$ cat config.mk
export PLATFORM = sky130hd
export DESIGN_NAME = rvfi_insn_window_check_flat
export DESIGN_NICKNAME = d
export VERILOG_FILES = /design/src/rtl/rvfi_insn_window_check_pkg.sv /design/src/rtl/rvfi_insn_window_check_if.sv /design/src/rtl/rvfi_insn_window_check_cmp.sv /design/src/rtl/rvfi_insn_window_check.sv /design/src/flat_wrapper.sv
export SDC_FILE = /design/constraint.sdc
export NUM_CORES = 1
export LEC_CHECK = 0
export CORE_AREA = 5 5 244 246
export DETAILED_ROUTE_END_ITERATION = 7
export DIE_AREA = 0 0 249 251
export SLEW_MARGIN = 20
export SYNTH_ARGS = -nofsm -noshare
export SYNTH_HDL_FRONTEND = slang
export SYNTH_HIERARCHICAL = 1
export SYNTH_SLANG_ARGS = --single-unit
$ cat constraint.sdc
create_clock -name clock -period 12.8 [get_ports clock]
set_input_delay 2.56 -clock clock [delete_from_list [all_inputs] [get_ports clock]]
set_output_delay 2.56 -clock clock [all_outputs]
set_load 0.05 [all_outputs]
$ cat src/rtl/rvfi_insn_window_check_pkg.sv
// Purpose: shared types for the RVFI retirement window checker (FSM states, failure codes).
// Latency: n/a (types and constants only).
// Backpressure: n/a.
package rvfi_check_pkg;

    localparam int ORDER_W = 64;

    typedef enum logic [1:0] {
        ST_IDLE = 2'd0,
        ST_RUN  = 2'd1,
        ST_DONE = 2'd2,
        ST_FAIL = 2'd3
    } state_t;

    // Numeric values are visible on fail_code; keep them stable.
    typedef enum logic [2:0] {
        FC_NONE         = 3'd0,
        FC_ORDER        = 3'd1,
        FC_PC_CHAIN     = 3'd2,
        FC_SPEC_INVALID = 3'd3,
        FC_TRAP         = 3'd4,
        FC_TRAP_SIDE    = 3'd5,
        FC_RD           = 3'd6,
        FC_PC_NEXT      = 3'd7
    } fail_code_t;

endpackage

$ cat src/rtl/rvfi_insn_window_check_if.sv
// Purpose: bundles the per-channel RVFI retirement fields and the matching spec-model results.
// Latency: n/a (wires only).
// Backpressure: none; the master presents retirements, the slave consumes every valid one each cycle.
// Ports: rvfi_* = core retirement trace, spec_* = reference model results, channel i in slice i.
interface rvfi_insn_window_check_if
    import rvfi_check_pkg::*;
#(
    parameter int NRET = 2,
    parameter int XLEN = 32
);
    logic [NRET-1:0]            rvfi_valid;
    logic [NRET-1:0]            rvfi_trap;
    logic [NRET-1:0]            rvfi_halt;
    logic [NRET-1:0]            rvfi_intr;
    logic [ORDER_W*NRET-1:0]    rvfi_order;
    logic [5*NRET-1:0]          rvfi_rd_addr;
    logic [XLEN*NRET-1:0]       rvfi_rd_wdata;
    logic [XLEN*NRET-1:0]       rvfi_pc_rdata;
    logic [XLEN*NRET-1:0]       rvfi_pc_wdata;
    logic [(XLEN/8)*NRET-1:0]   rvfi_mem_wmask;
    logic [NRET-1:0]            spec_valid;
    logic [NRET-1:0]            spec_trap;
    logic [5*NRET-1:0]          spec_rd_addr;
    logic [XLEN*NRET-1:0]       spec_rd_wdata;
    logic [XLEN*NRET-1:0]       spec_pc_wdata;

    modport master (
        output rvfi_valid, rvfi_trap, rvfi_halt, rvfi_intr, rvfi_order, rvfi_rd_addr,
               rvfi_rd_wdata, rvfi_pc_rdata, rvfi_pc_wdata, rvfi_mem_wmask,
               spec_valid, spec_trap, spec_rd_addr, spec_rd_wdata, spec_pc_wdata
    );

    modport slave (
        input  rvfi_valid, rvfi_trap, rvfi_halt, rvfi_intr, rvfi_order, rvfi_rd_addr,
               rvfi_rd_wdata, rvfi_pc_rdata, rvfi_pc_wdata, rvfi_mem_wmask,
               spec_valid, spec_trap, spec_rd_addr, spec_rd_wdata, spec_pc_wdata
    );
endinterface

$ cat src/rtl/rvfi_insn_window_check_cmp.sv
// Purpose: single-channel retirement comparator; returns the highest-priority failure code.
// Latency: combinational.
// Backpressure: none.
// Ports: channel fields in, expected order / predecessor pc from the top, 3-bit code out (0 = clean).
module rvfi_channel_cmp
    import rvfi_check_pkg::*;
#(
    parameter int XLEN = 32
) (
    input  logic                 valid,
    input  logic                 hole,          // a lower channel is invalid while this one is valid
    input  logic [ORDER_W-1:0]   exp_order,
    input  logic [ORDER_W-1:0]   order,
    input  logic                 pc_chk,        // chain check enabled and predecessor pc known
    input  logic [XLEN-1:0]      pred_pc,
    input  logic                 intr,
    input  logic                 trap,
    input  logic [4:0]           rd_addr,
    input  logic [XLEN-1:0]      rd_wdata,
    input  logic [XLEN-1:0]      pc_rdata,
    input  logic [XLEN-1:0]      pc_wdata,
    input  logic [XLEN/8-1:0]    mem_wmask,
    input  logic                 spec_valid,
    input  logic                 spec_trap,
    input  logic [4:0]           spec_rd_addr,
    input  logic [XLEN-1:0]      spec_rd_wdata,
    input  logic [XLEN-1:0]      spec_pc_wdata,
    output fail_code_t           code
);
    // Priority chain: the first failing check names the cause.
    always_comb begin
        code = FC_NONE;
        if (valid) begin
            if (hole || (order != exp_order))
                code = FC_ORDER;
            else if (pc_chk && !intr && (pc_rdata != pred_pc))
                code = FC_PC_CHAIN;
            else if (!spec_valid)
                code = FC_SPEC_INVALID;
            else if (spec_trap != trap)
                code = FC_TRAP;
            else if (trap && ((rd_addr != 5'd0) || (rd_wdata != '0) || (mem_wmask != '0)))
                code = FC_TRAP_SIDE;
            else if (!trap && ((rd_addr != spec_rd_addr) || (rd_wdata != spec_rd_wdata)))
                code = FC_RD;
            else if (!trap && (pc_wdata != spec_pc_wdata))
                code = FC_PC_NEXT;
        end
    end
endmodule

$ cat src/rtl/rvfi_insn_window_check.sv
// Purpose: checks NRET retirements/cycle for order contiguity, pc chaining and spec agreement over WINDOW retirements.
// Latency: retirements in cycle t are reflected on the registered status at edge t+1.
// Backpressure: none; every valid retirement in RUN is consumed in the cycle it is presented.
// Ports: clock/resetn, start+start_order arm the run, rvfi (slave bundle), sticky busy/done/fail status and fail details.
module rvfi_insn_window_check
    import rvfi_check_pkg::*;
#(
    parameter int NRET           = 2,
    parameter int XLEN           = 32,
    parameter int WINDOW         = 16,
    parameter int CHECK_PC_CHAIN = 1,
    localparam int CHAN_W        = (NRET > 1) ? $clog2(NRET) : 1,
    localparam int RET_W         = $clog2(WINDOW + 1)
) (
    input  logic                 clock,
    input  logic                 resetn,
    input  logic                 start,
    input  logic [ORDER_W-1:0]   start_order,
    rvfi_insn_window_check_if.slave rvfi,
    output logic                 busy,
    output logic                 done,
    output logic                 fail,
    output logic [2:0]           fail_code,
    output logic [CHAN_W-1:0]    fail_chan,
    output logic [ORDER_W-1:0]   fail_order,
    output logic [RET_W-1:0]     retired
);
    localparam int CNT_W = $clog2(NRET + 1);

    state_t               state, state_nxt;
    logic [ORDER_W-1:0]   exp_order;
    logic [XLEN-1:0]      last_pc;
    logic                 pc_known;

    logic [NRET-1:0]      hole;
    logic [NRET-1:0]      pred_known;
    logic [ORDER_W-1:0]   ch_exp  [NRET];
    logic [XLEN-1:0]      pred_pc [NRET];
    fail_code_t           ch_code [NRET];
    logic [CNT_W-1:0]     n_vld;
    logic [XLEN-1:0]      hi_pc;
    logic                 seen_gap;
    logic                 prev_vld;
    logic [XLEN-1:0]      prev_pc;

    // Per-channel expected order, hole detection and pc predecessor.
    // Walking upward, a channel's predecessor is the previous channel when
    // that one retired, otherwise the pc carried over from earlier cycles.
    always_comb begin
        n_vld    = '0;
        hi_pc    = last_pc;
        seen_gap = 1'b0;
        prev_vld = 1'b0;
        prev_pc  = last_pc;
        for (int i = 0; i < NRET; i++) begin
            ch_exp[i]     = exp_order + ORDER_W'(n_vld);
            hole[i]       = seen_gap;
            pred_pc[i]    = prev_vld ? prev_pc : last_pc;
            pred_known[i] = (CHECK_PC_CHAIN != 0) && (prev_vld || pc_known);
            prev_vld      = rvfi.rvfi_valid[i];
            prev_pc       = rvfi.rvfi_pc_wdata[i*XLEN +: XLEN];
            if (rvfi.rvfi_valid[i]) begin
                n_vld = n_vld + CNT_W'(1);
                hi_pc = rvfi.rvfi_pc_wdata[i*XLEN +: XLEN];
            end else begin
                seen_gap = 1'b1;
            end
        end
    end

    for (genvar g = 0; g < NRET; g++) begin : g_ch
        rvfi_channel_cmp #(.XLEN(XLEN)) u_cmp (
            .valid         (rvfi.rvfi_valid[g]),
            .hole          (hole[g]),
            .exp_order     (ch_exp[g]),
            .order         (rvfi.rvfi_order[g*ORDER_W +: ORDER_W]),
            .pc_chk        (pred_known[g]),
            .pred_pc       (pred_pc[g]),
            .intr          (rvfi.rvfi_intr[g]),
            .trap          (rvfi.rvfi_trap[g]),
            .rd_addr       (rvfi.rvfi_rd_addr[g*5 +: 5]),
            .rd_wdata      (rvfi.rvfi_rd_wdata[g*XLEN +: XLEN]),
            .pc_rdata      (rvfi.rvfi_pc_rdata[g*XLEN +: XLEN]),
            .pc_wdata      (rvfi.rvfi_pc_wdata[g*XLEN +: XLEN]),
            .mem_wmask     (rvfi.rvfi_mem_wmask[g*(XLEN/8) +: (XLEN/8)]),
            .spec_valid    (rvfi.spec_valid[g]),
            .spec_trap     (rvfi.spec_trap[g]),
            .spec_rd_addr  (rvfi.spec_rd_addr[g*5 +: 5]),
            .spec_rd_wdata (rvfi.spec_rd_wdata[g*XLEN +: XLEN]),
            .spec_pc_wdata (rvfi.spec_pc_wdata[g*XLEN +: XLEN]),
            .code          (ch_code[g])
        );
    end

    // Lowest failing channel wins; also derive halt and window completion.
    logic                 err;
    fail_code_t           f_code;
    logic [CHAN_W-1:0]    f_chan;
    logic [ORDER_W-1:0]   f_order;
    logic                 halt;
    logic [31:0]          win_sum;
    logic                 win_full;

    always_comb begin
        err     = 1'b0;
        f_code  = FC_NONE;
        f_chan  = '0;
        f_order = '0;
        for (int i = 0; i < NRET; i++) begin
            if (!err && (ch_code[i] != FC_NONE)) begin
                err     = 1'b1;
                f_code  = ch_code[i];
                f_chan  = CHAN_W'(i);
                f_order = rvfi.rvfi_order[i*ORDER_W +: ORDER_W];
            end
        end
        halt     = |(rvfi.rvfi_valid & rvfi.rvfi_halt);
        win_sum  = 32'(retired) + 32'(n_vld);
        win_full = (win_sum >= 32'(WINDOW));
    end

    // Errors take precedence over halt and window completion in the same cycle.
    always_comb begin
        state_nxt = state;
        case (state)
            ST_IDLE: if (start) state_nxt = ST_RUN;
            ST_RUN: begin
                if (err)                   state_nxt = ST_FAIL;
                else if (win_full || halt) state_nxt = ST_DONE;
            end
            default: state_nxt = state;
        endcase
    end

    always_ff @(posedge clock or negedge resetn) begin
        if (!resetn) state <= ST_IDLE;
        else         state <= state_nxt;
    end

    always_ff @(posedge clock or negedge resetn) begin
        if (!resetn) begin
            busy       <= 1'b0;
            done       <= 1'b0;
            fail       <= 1'b0;
            fail_code  <= 3'd0;
            fail_chan  <= '0;
            fail_order <= '0;
            retired    <= '0;
            exp_order  <= '0;
            last_pc    <= '0;
            pc_known   <= 1'b0;
        end else begin
            busy <= (state_nxt == ST_RUN);
            done <= (state_nxt == ST_DONE);
            fail <= (state_nxt == ST_FAIL);
            if (state == ST_IDLE && start) begin
                exp_order <= start_order;
                retired   <= '0;
                pc_known  <= 1'b0;
            end else if (state == ST_RUN) begin
                if (err) begin
                    fail_code  <= f_code;
                    fail_chan  <= f_chan;
                    fail_order <= f_order;
                end else begin
                    exp_order <= exp_order + ORDER_W'(n_vld);
                    retired   <= win_full ? RET_W'(WINDOW) : RET_W'(win_sum);
                    if (n_vld != '0) begin
                        last_pc  <= hi_pc;
                        pc_known <= 1'b1;
                    end
                end
            end
        end
    end
endmodule

$ cat src/flat_wrapper.sv
// flat-port wrapper written by rule: the top's interface ports become plain ports
module rvfi_insn_window_check_flat import rvfi_check_pkg::*;
#(
    parameter int NRET           = 2,
    parameter int XLEN           = 32,
    parameter int WINDOW         = 16,
    parameter int CHECK_PC_CHAIN = 1,
    localparam int CHAN_W        = (NRET > 1) ? $clog2(NRET) : 1,
    localparam int RET_W         = $clog2(WINDOW + 1)
)
  (clock, resetn, start, start_order, busy, done, fail, fail_code, fail_chan, fail_order, retired, rvfi_rvfi_valid, rvfi_rvfi_trap, rvfi_rvfi_halt, rvfi_rvfi_intr, rvfi_rvfi_order, rvfi_rvfi_rd_addr, rvfi_rvfi_rd_wdata, rvfi_rvfi_pc_rdata, rvfi_rvfi_pc_wdata, rvfi_rvfi_mem_wmask, rvfi_spec_valid, rvfi_spec_trap, rvfi_spec_rd_addr, rvfi_spec_rd_wdata, rvfi_spec_pc_wdata);
  rvfi_insn_window_check_if #(.NRET(NRET), .XLEN(XLEN)) rvfi_i ();
  input  logic clock;
  input  logic resetn;
  input  logic start;
  input  logic [ORDER_W-1:0] start_order;
  output logic busy;
  output logic done;
  output logic fail;
  output logic [2:0] fail_code;
  output logic [CHAN_W-1:0] fail_chan;
  output logic [ORDER_W-1:0] fail_order;
  output logic [RET_W-1:0] retired;
  input wire logic [$bits(rvfi_i.rvfi_valid)-1:0] rvfi_rvfi_valid;
  input wire logic [$bits(rvfi_i.rvfi_trap)-1:0] rvfi_rvfi_trap;
  input wire logic [$bits(rvfi_i.rvfi_halt)-1:0] rvfi_rvfi_halt;
  input wire logic [$bits(rvfi_i.rvfi_intr)-1:0] rvfi_rvfi_intr;
  input wire logic [$bits(rvfi_i.rvfi_order)-1:0] rvfi_rvfi_order;
  input wire logic [$bits(rvfi_i.rvfi_rd_addr)-1:0] rvfi_rvfi_rd_addr;
  input wire logic [$bits(rvfi_i.rvfi_rd_wdata)-1:0] rvfi_rvfi_rd_wdata;
  input wire logic [$bits(rvfi_i.rvfi_pc_rdata)-1:0] rvfi_rvfi_pc_rdata;
  input wire logic [$bits(rvfi_i.rvfi_pc_wdata)-1:0] rvfi_rvfi_pc_wdata;
  input wire logic [$bits(rvfi_i.rvfi_mem_wmask)-1:0] rvfi_rvfi_mem_wmask;
  input wire logic [$bits(rvfi_i.spec_valid)-1:0] rvfi_spec_valid;
  input wire logic [$bits(rvfi_i.spec_trap)-1:0] rvfi_spec_trap;
  input wire logic [$bits(rvfi_i.spec_rd_addr)-1:0] rvfi_spec_rd_addr;
  input wire logic [$bits(rvfi_i.spec_rd_wdata)-1:0] rvfi_spec_rd_wdata;
  input wire logic [$bits(rvfi_i.spec_pc_wdata)-1:0] rvfi_spec_pc_wdata;
  assign rvfi_i.rvfi_valid = rvfi_rvfi_valid;
  assign rvfi_i.rvfi_trap = rvfi_rvfi_trap;
  assign rvfi_i.rvfi_halt = rvfi_rvfi_halt;
  assign rvfi_i.rvfi_intr = rvfi_rvfi_intr;
  assign rvfi_i.rvfi_order = rvfi_rvfi_order;
  assign rvfi_i.rvfi_rd_addr = rvfi_rvfi_rd_addr;
  assign rvfi_i.rvfi_rd_wdata = rvfi_rvfi_rd_wdata;
  assign rvfi_i.rvfi_pc_rdata = rvfi_rvfi_pc_rdata;
  assign rvfi_i.rvfi_pc_wdata = rvfi_rvfi_pc_wdata;
  assign rvfi_i.rvfi_mem_wmask = rvfi_rvfi_mem_wmask;
  assign rvfi_i.spec_valid = rvfi_spec_valid;
  assign rvfi_i.spec_trap = rvfi_spec_trap;
  assign rvfi_i.spec_rd_addr = rvfi_spec_rd_addr;
  assign rvfi_i.spec_rd_wdata = rvfi_spec_rd_wdata;
  assign rvfi_i.spec_pc_wdata = rvfi_spec_pc_wdata;
  rvfi_insn_window_check #(.NRET(NRET), .XLEN(XLEN), .WINDOW(WINDOW), .CHECK_PC_CHAIN(CHECK_PC_CHAIN)) u_core (.clock(clock), .resetn(resetn), .start(start), .start_order(start_order), .rvfi(rvfi_i), .busy(busy), .done(done), .fail(fail), .fail_code(fail_code), .fail_chan(fail_chan), .fail_order(fail_order), .retired(retired));
endmodule
# Word level (Yosys, flattened, before mapping)
# Index checks and enable logic that the tools add are counted.
[word_totals] ff_bits=175 input_bits=555 out_inout_bits=76 wordCells=122
[op_classes] add_sub_neg=4 magnitude_cmp=1 n_eq_ne=17 mux=43 bitwise_logic=3 reduce_logical=43
[ops] cell="64-bit 2-to-1 mux" count=5
[ops] cell="32-bit != test" count=6
[ops] cell="64-bit by 2-bit adder with 64-bit output" count=2
[ops] cell="64-bit != test" count=2
[ops] cell="32-bit 2-to-1 mux" count=2
[ops] cell="32-bit nonzero test" count=2
[ops] cell="3-bit 2-to-1 mux" count=18
[ops] cell="32-bit by 5-bit >= comparator with 1-bit output (second input constant)" count=1
[ops] cell="5-bit 2-to-1 mux" count=4
[ops] cell="1-bit logical AND" count=12
[ops] cell="5-bit != test" count=2
[ops] cell="5-bit nonzero test" count=2
[ops] cell="1-bit logical OR" count=9
[ops] cell="1-bit 2-to-1 mux" count=9
[ops] cell="2-bit 2-to-1 mux" count=4
[ops] cell="4-bit nonzero test" count=2
[ops] cell="5-bit by 2-bit adder with 6-bit output" count=1
[ops] cell="3-bit AND reduction" count=2
[ops] cell="2-bit nonzero test" count=3
[ops] cell="3-bit nonzero test" count=2
[ops] cell="1-bit logical NOT" count=5
[ops] cell="2-bit by 1-bit equality test with 1-bit output (second input constant)" count=2
[ops] cell="2-bit equality test (second input constant)" count=2
[ops] cell="2-bit one-hot mux with 2 select lines" count=1
[ops] cell="9 further kinds" count=11

# Longest topological paths before layout
# Gate-level depths: netlist of run 1.
[logic_depth] depth_word=18 ltp_mapped=23 depth_no_buf=20

# By module
# Netlist of run 1, hierarchy kept.
[by_module_without_submodules] mod="rvfi_insn_window_check" instances=1 cells_per_inst=1205 area_each_um2=10636.5 seq_area_each_um2=4379.2
[by_module_without_submodules] mod="rvfi_channel_cmp" instances=2 cells_per_inst=256 area_each_um2=2004.4 seq_area_each_um2=0.0

# Least setup slack after synthesis of run 1
# OpenSTA, ideal clock, no wires.
[synth_path] path_type="in2reg" start="input rvfi_rvfi_valid[0]" end="register u_core.exp_order[60]" setup_time_ns=0.066 arrival_ns=7.152 required_time_ns=12.734 path_slack_ns=5.582 cell_stages=22 n_path_buf=2 cell_sequence="ha_1 ha_1 inv_1 or4_1 clkbuf_1 or2_1 or4_1 nor2_1 xor2_1 xor2_1 nor4_1 nand4_1 nor4_2 nand4_1 o2bb2ai_1 nor3_1 nand3_1 a21oi_1 nand2_1 clkbuf_1 o41ai_1 a221o_1"
[synth_lines] element="start: declaration" line="flat_wrapper.sv:24" text="input wire logic [$bits(rvfi_i.rvfi_valid)-1:0] rvfi_rvfi_valid;"
[synth_lines] element="end signal: assignment" line="rvfi_insn_window_check.sv:157" text="exp_order <= start_order;"
[synth_lines] element="end signal: assignment" line="rvfi_insn_window_check.sv:166" text="exp_order <= exp_order + ORDER_W'(n_vld);"
[synth_lines] element="end: declaration" line="rvfi_insn_window_check.sv:31" text="logic [ORDER_W-1:0] exp_order;"

==> out/summary.txt, run 1 <==
Seq cells post-synth: 175
Worst min-delay path endpoint: u_core/fail_code[2]$_DFFE_PN0P_
FF-to-FF End: u_core/exp_order[47]$_DFFE_PN0P_
Multi-input gate area: 0.00960 mm2
Global-route wire length before repair: 128 mm
Clock tree sinks: 175
P_leak: 8.46 nW
Synth warn: 6
Unrepaired setup endpoints after global routing: false
P&R area growth vs syn: 52.4%
Worst slew pin tran: 1.14 ns
Vias in the first global route: 16800
Pwr Density: 84.6 mW/mm2
Largest net degree at the start of global routing: 81
Max Clk Rate: 121 MHz
Commonest cells after routing, fill and taps aside: clkdlybuf4s50_1 (628), xnor2_1 (202), xor2_1 (184)
Global Route Usage Sum: 28.0%
Final net count: 2844
Critical path class: in -> reg
Worst path arrival time: 8.68 ns
Most common cell after layout, fill and taps aside: clkdlybuf4s50_1
Post-CTS setup buffers: 0
CTS clk-pin slew, worst paths: 0.08 ns
CTS tree: done
Reg2Reg Launch Point: u_core/exp_order[33]$_DFFE_PN0P_
Mapped Cells: 1717
Synth Area per Inst: 8.53 um2
Peak VDD IR: 0.110 mV
Hold path start: u_core/fail_code[2]$_DFFE_PN0P_
Total power: 1.89 mW
GRT overflow: 0
DR DRC count: 12
Final period util: 64.4%
Hold Crit Class: reg -> reg
Fin Setup TNS: 0 ns
Asr flop ratio synth: 100%
Cts bufs inserted: 17
Finished Cell Area: 0.0223 mm2
Post-layout min period: 8.24 ns
Relative max-transition margin: 23.6%
Port bufs: 630
Detail Placement HPWL: 77.1 mm
CTS max path bufs: 2
Critical path endpoint category: register
Final Setup Violations: 0
Post-route clock skew: 0.0130 ns
Hold depth: 2
Worst skew pair latency: 0.50 ns
Pins Over Slew Limit: 0
Cell variety after synth: 68
Vias per cell: 5.49
Boundary Pins: 631
Initial antenna violation count: 23
Rows: 88
Critical Path Start Type: primary input
CTS-repair resized insts: 0
Synth area leader: dfrtp_1
Pre-CTS setup slack: 4.08 ns
Post-CTS Hold Fix Bufs: 0
Critical path required time: 13.23 ns
Synth top area share: 29.9%
Core Area: 0.0571 mm2
DRT iter0 DRCs: 1999
Synthesized area: 0.0146 mm2
Setup WS post-layout: 4.56 ns
Via count: 16800
Main synth FF type: dfrtp_1
Die extent in x: 249 um
Fillers: 5724
Root Buffer Master: clkbuf_16
TritonRoute pass-1 iters: 8
Outcome: complete, but fails checks
CP Max Fanout: 41
Total Wirelength: 91.8 mm
Avg WL per Cell: 29.9 um
Reg2Reg Setup Slack: 5.18 ns
Syn_nets: 2281
Die footprint: 0.0625 mm2
ANT nets after route: 0
Sequential cell area: 0.00438 mm2
Fraction of layout cells with a size suffix above 1: 5.45%
Failing checks: DRC
Placed Area: 0.0217 mm2
Routability cong.: 0.999
Seq/Total Area, Yosys: 29.9%
Final-report hold violation count: 0
Number of synthesized flops with an enable pin: 0
Worst reg2reg path depth: 20
H-Tree Depth: 4
Worst hold margin: 0.482 ns
Largest cells by area after synthesis: dfrtp_1 (30%), xnor2_1 (12%), xor2_1 (11%)
MaxCap Viol Count: 0
Starting Density: 25.6%
Die Y-Extent: 251 um
## state kept, by name (all words and copies together) (netlist names)
name and count:
u_core/exp_order 64, u_core/fail_order 64, u_core/last_pc 32, u_core/retired 5, u_core/fail_code 3, u_core/state 2, u_core/busy 1, u_core/done 1
u_core/fail 1, u_core/fail_chan 1, u_core/pc_known 1
## stage by stage
| stage | std cells | util [%] |
|---|---|---|
| after global routing | 3064 | 39.0 |
| after global placement | 3026 | 37.9 |
| after CTS | 3058 | 39.0 |
| final | 3067 | 39.1 |
| after detailed placement | 3026 | 37.9 |
| after floorplan | 1717 | - |
## synthesized netlist by cell type (all sizes together), types with 34 or more instances
| cell type | n |
|---|---|
| nand4 | 92 |
| clkbuf | 81 |
| inv | 73 |
| xnor2 | 202 |
| nand2 | 149 |
| a222oi | 54 |
| dfrtp | 175 |
| xor2 | 186 |
| o21ai | 87 |
| nand3 | 68 |
| nor2 | 83 |
| nor3 | 34 |
| a21oi | 48 |
| nor4 | 80 |
## metal layers
layer / share of wire, % / track usage [%] / vias to the layer above
met5: 0.18 / 0 / -
met4: 2.2 / 7.08 / 26
met3: 9.1 / 7.80 / 120
met2: 46 / 44.7 / 933
met1: 43 / 37.8 / 8296
li1: - / - / 7448
## worst max-delay path, stage by stage
cell	delay, ns
buf_2	0.23
ha_1	0.26
ha_1	0.25
inv_1	0.05
or4_1	0.67
or2_1	0.32
or4_1	0.49
nor2_1	0.15
xor2_1	0.21
xor2_1	0.10
nor4_1	0.24
nand4_1	0.16
nor4_2	0.24
nand4_1	0.26
o2bb2ai_1	0.22
nor3_1	0.20
buf_4	0.19
nand3_1	0.14
a21oi_4	0.14
buf_4	0.41
nand2_1	0.45
or4_1	0.61
nand3_1	0.09
## area by class of cell
type / instances / area share, %
inverters: 73 / 1.23
multi-input cells: 1361 / 43.0
diodes: 9 / 0.101
clock buffers: 17 / 1.91
repair buffers: 652 / 29.0
clock inverters: 15 / 0.874
flip-flops and latches: 175 / 19.6
well taps: 765 / 4.29
## where the power goes
group / internal [mW] / switching (mW)
clock network: 0.298 / 0.279
logic: 0.317 / 0.349
registers: 0.598 / 0.0468
total: 1.21 / 0.675
## logic make-up after synthesis
logic type,count (synthesis),synth area share (%)
AND/OR/NAND/NOR,572,20.4
flip-flops,175,29.9
adder cells (fa/ha/maj),9,0.769
AO/OA/AOI/OAI,325,15.9
buffers and inverters,181,4.90
other,1,0.0256
multiplexers,66,4.79
XOR/XNOR,388,23.3
## worst max path at each step
stage | end | startpoint | depth (start not counted)
final | u_core/exp_order[47]$_DFFE_PN0P_ | rvfi_rvfi_valid[0] | 23
after global routing | u_core/exp_order[47]$_DFFE_PN0P_ | rvfi_rvfi_valid[0] | 23
after CTS | u_core/exp_order[47]$_DFFE_PN0P_ | rvfi_rvfi_valid[0] | 23
after detailed placement | u_core/exp_order[47]$_DFFE_PN0P_ | rvfi_rvfi_valid[0] | 23
after global placement | u_core/exp_order[47]$_DFFE_PN0P_ | rvfi_rvfi_valid[0] | 23
after floorplan | u_core/exp_order[60]$_DFFE_PN0P_ | rvfi_rvfi_valid[0] | 22
(Power assumes the default switching activity.)
==> run 2: changes to the inputs <==
--- a/config.mk
+++ b/config.mk
@@ -5,9 +5,9 @@
 export SDC_FILE = /design/constraint.sdc
 export NUM_CORES = 1
 export LEC_CHECK = 0
-export CORE_AREA = 5 5 244 246
+export CORE_AREA = 5 5 242 244
 export DETAILED_ROUTE_END_ITERATION = 7
-export DIE_AREA = 0 0 249 251
+export DIE_AREA = 0 0 247 249
 export SLEW_MARGIN = 20
 export SYNTH_ARGS = -nofsm -noshare
 export SYNTH_HDL_FRONTEND = slang
==> constraint.sdc (replaced) <==
create_clock -name clock -period 7.2 [get_ports clock]
set_input_delay 1.44 -clock clock [delete_from_list [all_inputs] [get_ports clock]]
set_output_delay 1.44 -clock clock [all_outputs]
set_load 0.05 [all_outputs]
==> out/summary.txt, run 2 (synthesis gave the netlist of run 1 again) <==
CTS max path bufs: 2 (unchanged)
Failing checks: DRC (unchanged)
Pins Over Slew Limit: 0 (unchanged)
CTS clk-pin slew, worst paths: 0.08 ns (about the same)
Critical path endpoint category: register (unchanged)
Rows: 87 (was 88)
Clock tree sinks: 175 (unchanged)
Final-report hold violation count: 0 (unchanged)
Worst hold margin: 0.482 ns (about the same)
CP Buf/Inv Count: 5 (was 4)
Combinational power share: 35.3% (about the same)
CP Cell Sequence: buf_2 -> ha_1 -> ha_1 -> inv_1 -> or4_1 -> or2_1 -> or4_1 -> nor2_1 -> xor2_1 -> xor2_1 -> nor4_1 -> nand4_1 -> nor4_2 -> nand4_1 -> o2bb2ai_1 -> nor3_1 -> buf_4 -> nand2_1 -> nor2_1 -> buf_4 -> nand2b_2 -> buf_12 -> nand2_1 -> o21ai_0 (was buf_2 -> ha_1 -> ha_1 -> inv_1 -> or4_1 -> or2_1 -> or4_1 -> nor2_1 -> xor2_1 -> xor2_1 -> nor4_1 -> nand4_1 -> nor4_2 -> nand4_1 -> o2bb2ai_1 -> nor3_1 -> buf_4 -> nand3_1 -> a21oi_4 -> buf_4 -> nand2_1 -> or4_1 -> nand3_1)
Routability cong.: 1.00 (was 0.999)
Seq pwr share: 33.8% (was 34.2%)
MaxCap Viol Count: 0 (unchanged)
Fraction of layout cells with a size suffix above 1: 6.59% (was 5.45%)
Post-layout min period: 6.60 ns
DRT iter0 DRCs: 2214 (was 1999)
Non-Filler Instances: 3091 (was 3067)
Starting Density: 26.1% (was 25.6%)
Fillers: 5626 (was 5724)
Via count: 17100 (was 16800)
Worst skew pair latency: 0.51 ns (was 0.50 ns)
Vias in the first global route: 17100 (was 16800)
Switch Pwr: 1.22 mW (was 0.675 mW)
Finished Cell Area: 0.0226 mm2 (was 0.0223 mm2)
Die Y-Extent: 249 um (was 251 um)
CP Max Fanout: 65 (was 41)
TritonRoute pass-1 iters: 8 (unchanged)
Placed Area: 0.0219 mm2 (was 0.0217 mm2)
Final Setup Violations: 0 (unchanged)
Critical path class: in -> reg (unchanged)
CTS tree: done (unchanged)
Placed cells: 3045 (was 3026)
Boundary Pins: 631 (unchanged)
Largest net degree at the start of global routing: 81 (unchanged)
CTS-repair resized insts: 0 (unchanged)
Global-route wire length before repair: 129 mm (was 128 mm)
Sw frac: 36.1% (was 35.7%)
H-Tree Depth: 4 (unchanged)
Internal: 2.16 mW (was 1.21 mW)
Max Clk Rate: 152 MHz
Outcome: complete, but fails checks (unchanged)
CP max stage delay: 0.68 ns (was 0.67 ns)
Final period util: 91.6%
Fin Setup TNS: 0 ns (unchanged)
Post-CTS setup buffers: 0 (unchanged)
Die footprint: 0.0615 mm2 (was 0.0625 mm2)
Post-CTS Hold Fix Bufs: 0 (unchanged)
Die extent in x: 247 um (was 249 um)
Total Wirelength: 92.7 mm (was 91.8 mm)
Vias per cell: 5.53 (was 5.49)
P&R area growth vs syn: 54.3% (was 52.4%)
Relative max-transition margin: 18.9% (was 23.6%)
Most common cell after layout, fill and taps aside: clkdlybuf4s50_1 (unchanged)
CP delay by family, top: simple AND/OR/NAND/NOR gates (unchanged)
P_leak: 8.62 nW (was 8.46 nW)
Detail Placement HPWL: 77.5 mm (was 77.1 mm)
Cts bufs inserted: 17 (unchanged)
Post-route clock skew: 0.0151 ns (was 0.0130 ns)
Peak VDD IR: 0.210 mV (was 0.110 mV)
Global Route Usage Sum: 28.8% (was 28.0%)
Hold Crit Class: reg -> reg (unchanged)
Commonest cells after routing, fill and taps aside: clkdlybuf4s50_1 (628), xnor2_1 (202), xor2_1 (184) (unchanged)
Final net count: 2872 (was 2844)
Pwr Density: 150 mW/mm2 (was 84.6 mW/mm2)
Initial antenna violation count: 20 (was 23)
Top Registers: u_core/exp_order: 64 flops, u_core/fail_order: 64 flops, u_core/last_pc: 32 flops (unchanged)
DR DRC count: 4 (was 12)
ANT nets after route: 0 (unchanged)
Critical Path Start Type: primary input (unchanged)
Core Area: 0.0561 mm2 (was 0.0571 mm2)
GRT overflow: 0 (unchanged)
Worst path arrival time: 6.97 ns (was 8.68 ns)
Port bufs: 630 (unchanged)
Unrepaired setup endpoints after global routing: false (unchanged)
Crit path max-delay cell type: or4_1 (unchanged)
Clk network pwr share: 30.9% (was 30.5%)
Worst slew pin tran: 1.21 ns (was 1.14 ns)
Avg WL per Cell: 30.0 um (was 29.9 um)
Root Buffer Master: clkbuf_16 (unchanged)
Critical path required time: 7.58 ns (was 13.23 ns)
## run 2: layout make-up
class	instances	area (um2)	share of cell area, %
Clock inverter	15	196	0.870
Antenna cell	14	35.0	0.155
Inverter	73	274	1.21
Clock buffer	17	425	1.88
Multi-Input combinational cell	1361	9590	42.5
Sequential cell	175	4380	19.4
Tap cell	756	946	4.19
Timing Repair Buffer	680	6740	29.8
## run 2: power groups by stage
stage | registers, mW | clock network [mW] | logic (mW)
after floorplan | 1.36 | 0 | 0.308
after global placement | 1.16 | 0 | 1.18
after detailed placement | 1.16 | 0 | 1.18
after CTS | 1.14 | 1.06 | 1.19
after global routing | 1.15 | 1.10 | 1.25
final | 1.14 | 1.04 | 1.20
## run 2: per-stage QoR
stage / setup slack (ns) / utilization, % / total power [mW]
finish: 0.604 / 40.3 / 3.38
global route: 0.293 / 40.3 / 3.50
CTS: 0.725 / 40.2 / 3.40
detailed placement: 0.196 / 39.1 / 2.34
global placement: 0.354 / 39.1 / 2.34
floorplan: 1.10 / - / 1.66
## run 2: per-layer routing
metal | up-vias | global-route usage (%) | share of wire, %
li1 | 7498 | - | -
met1 | 8450 | 39.1 | 42
met2 | 1013 | 45.2 | 46
met3 | 115 | 6.80 | 9.7
met4 | 12 | 9.55 | 2.5
met5 | - | 0 | 0.081
## run 2: worst register-to-register path, delay by kind of cell, from the launching register on
| family | cells | cell delay (ns) |
|---|---|---|
| and+or+nand+nor | 11 | 3.81 |
| DFF | 1 | 0.69 |
| AOI/OAI and AO/OA | 4 | 0.72 |
| xor gates and xnor gates | 2 | 0.43 |
| buffers and inverters | 3 | 0.66 |
## run 2: worst paths after layout
path,startpoint,to,slack [ns],cells past startpoint
max,rvfi_rvfi_valid[0],u_core/last_pc[3]$_DFFE_PN0P_,0.60,24
min,u_core/fail_order[1]$_DFFE_PN0P_,u_core/fail_order[1]$_DFFE_PN0P_,0.48,2
max reg2reg,u_core/exp_order[27]$_DFFE_PN0P_,u_core/last_pc[3]$_DFFE_PN0P_,0.75,20
min reg2reg,u_core/fail_order[1]$_DFFE_PN0P_,u_core/fail_order[1]$_DFFE_PN0P_,0.48,2
max in group asynchronous,resetn,u_core/fail_order[52]$_DFFE_PN0P_,4.93,2
min in group asynchronous,resetn,u_core/last_pc[28]$_DFFE_PN0P_,0.90,1
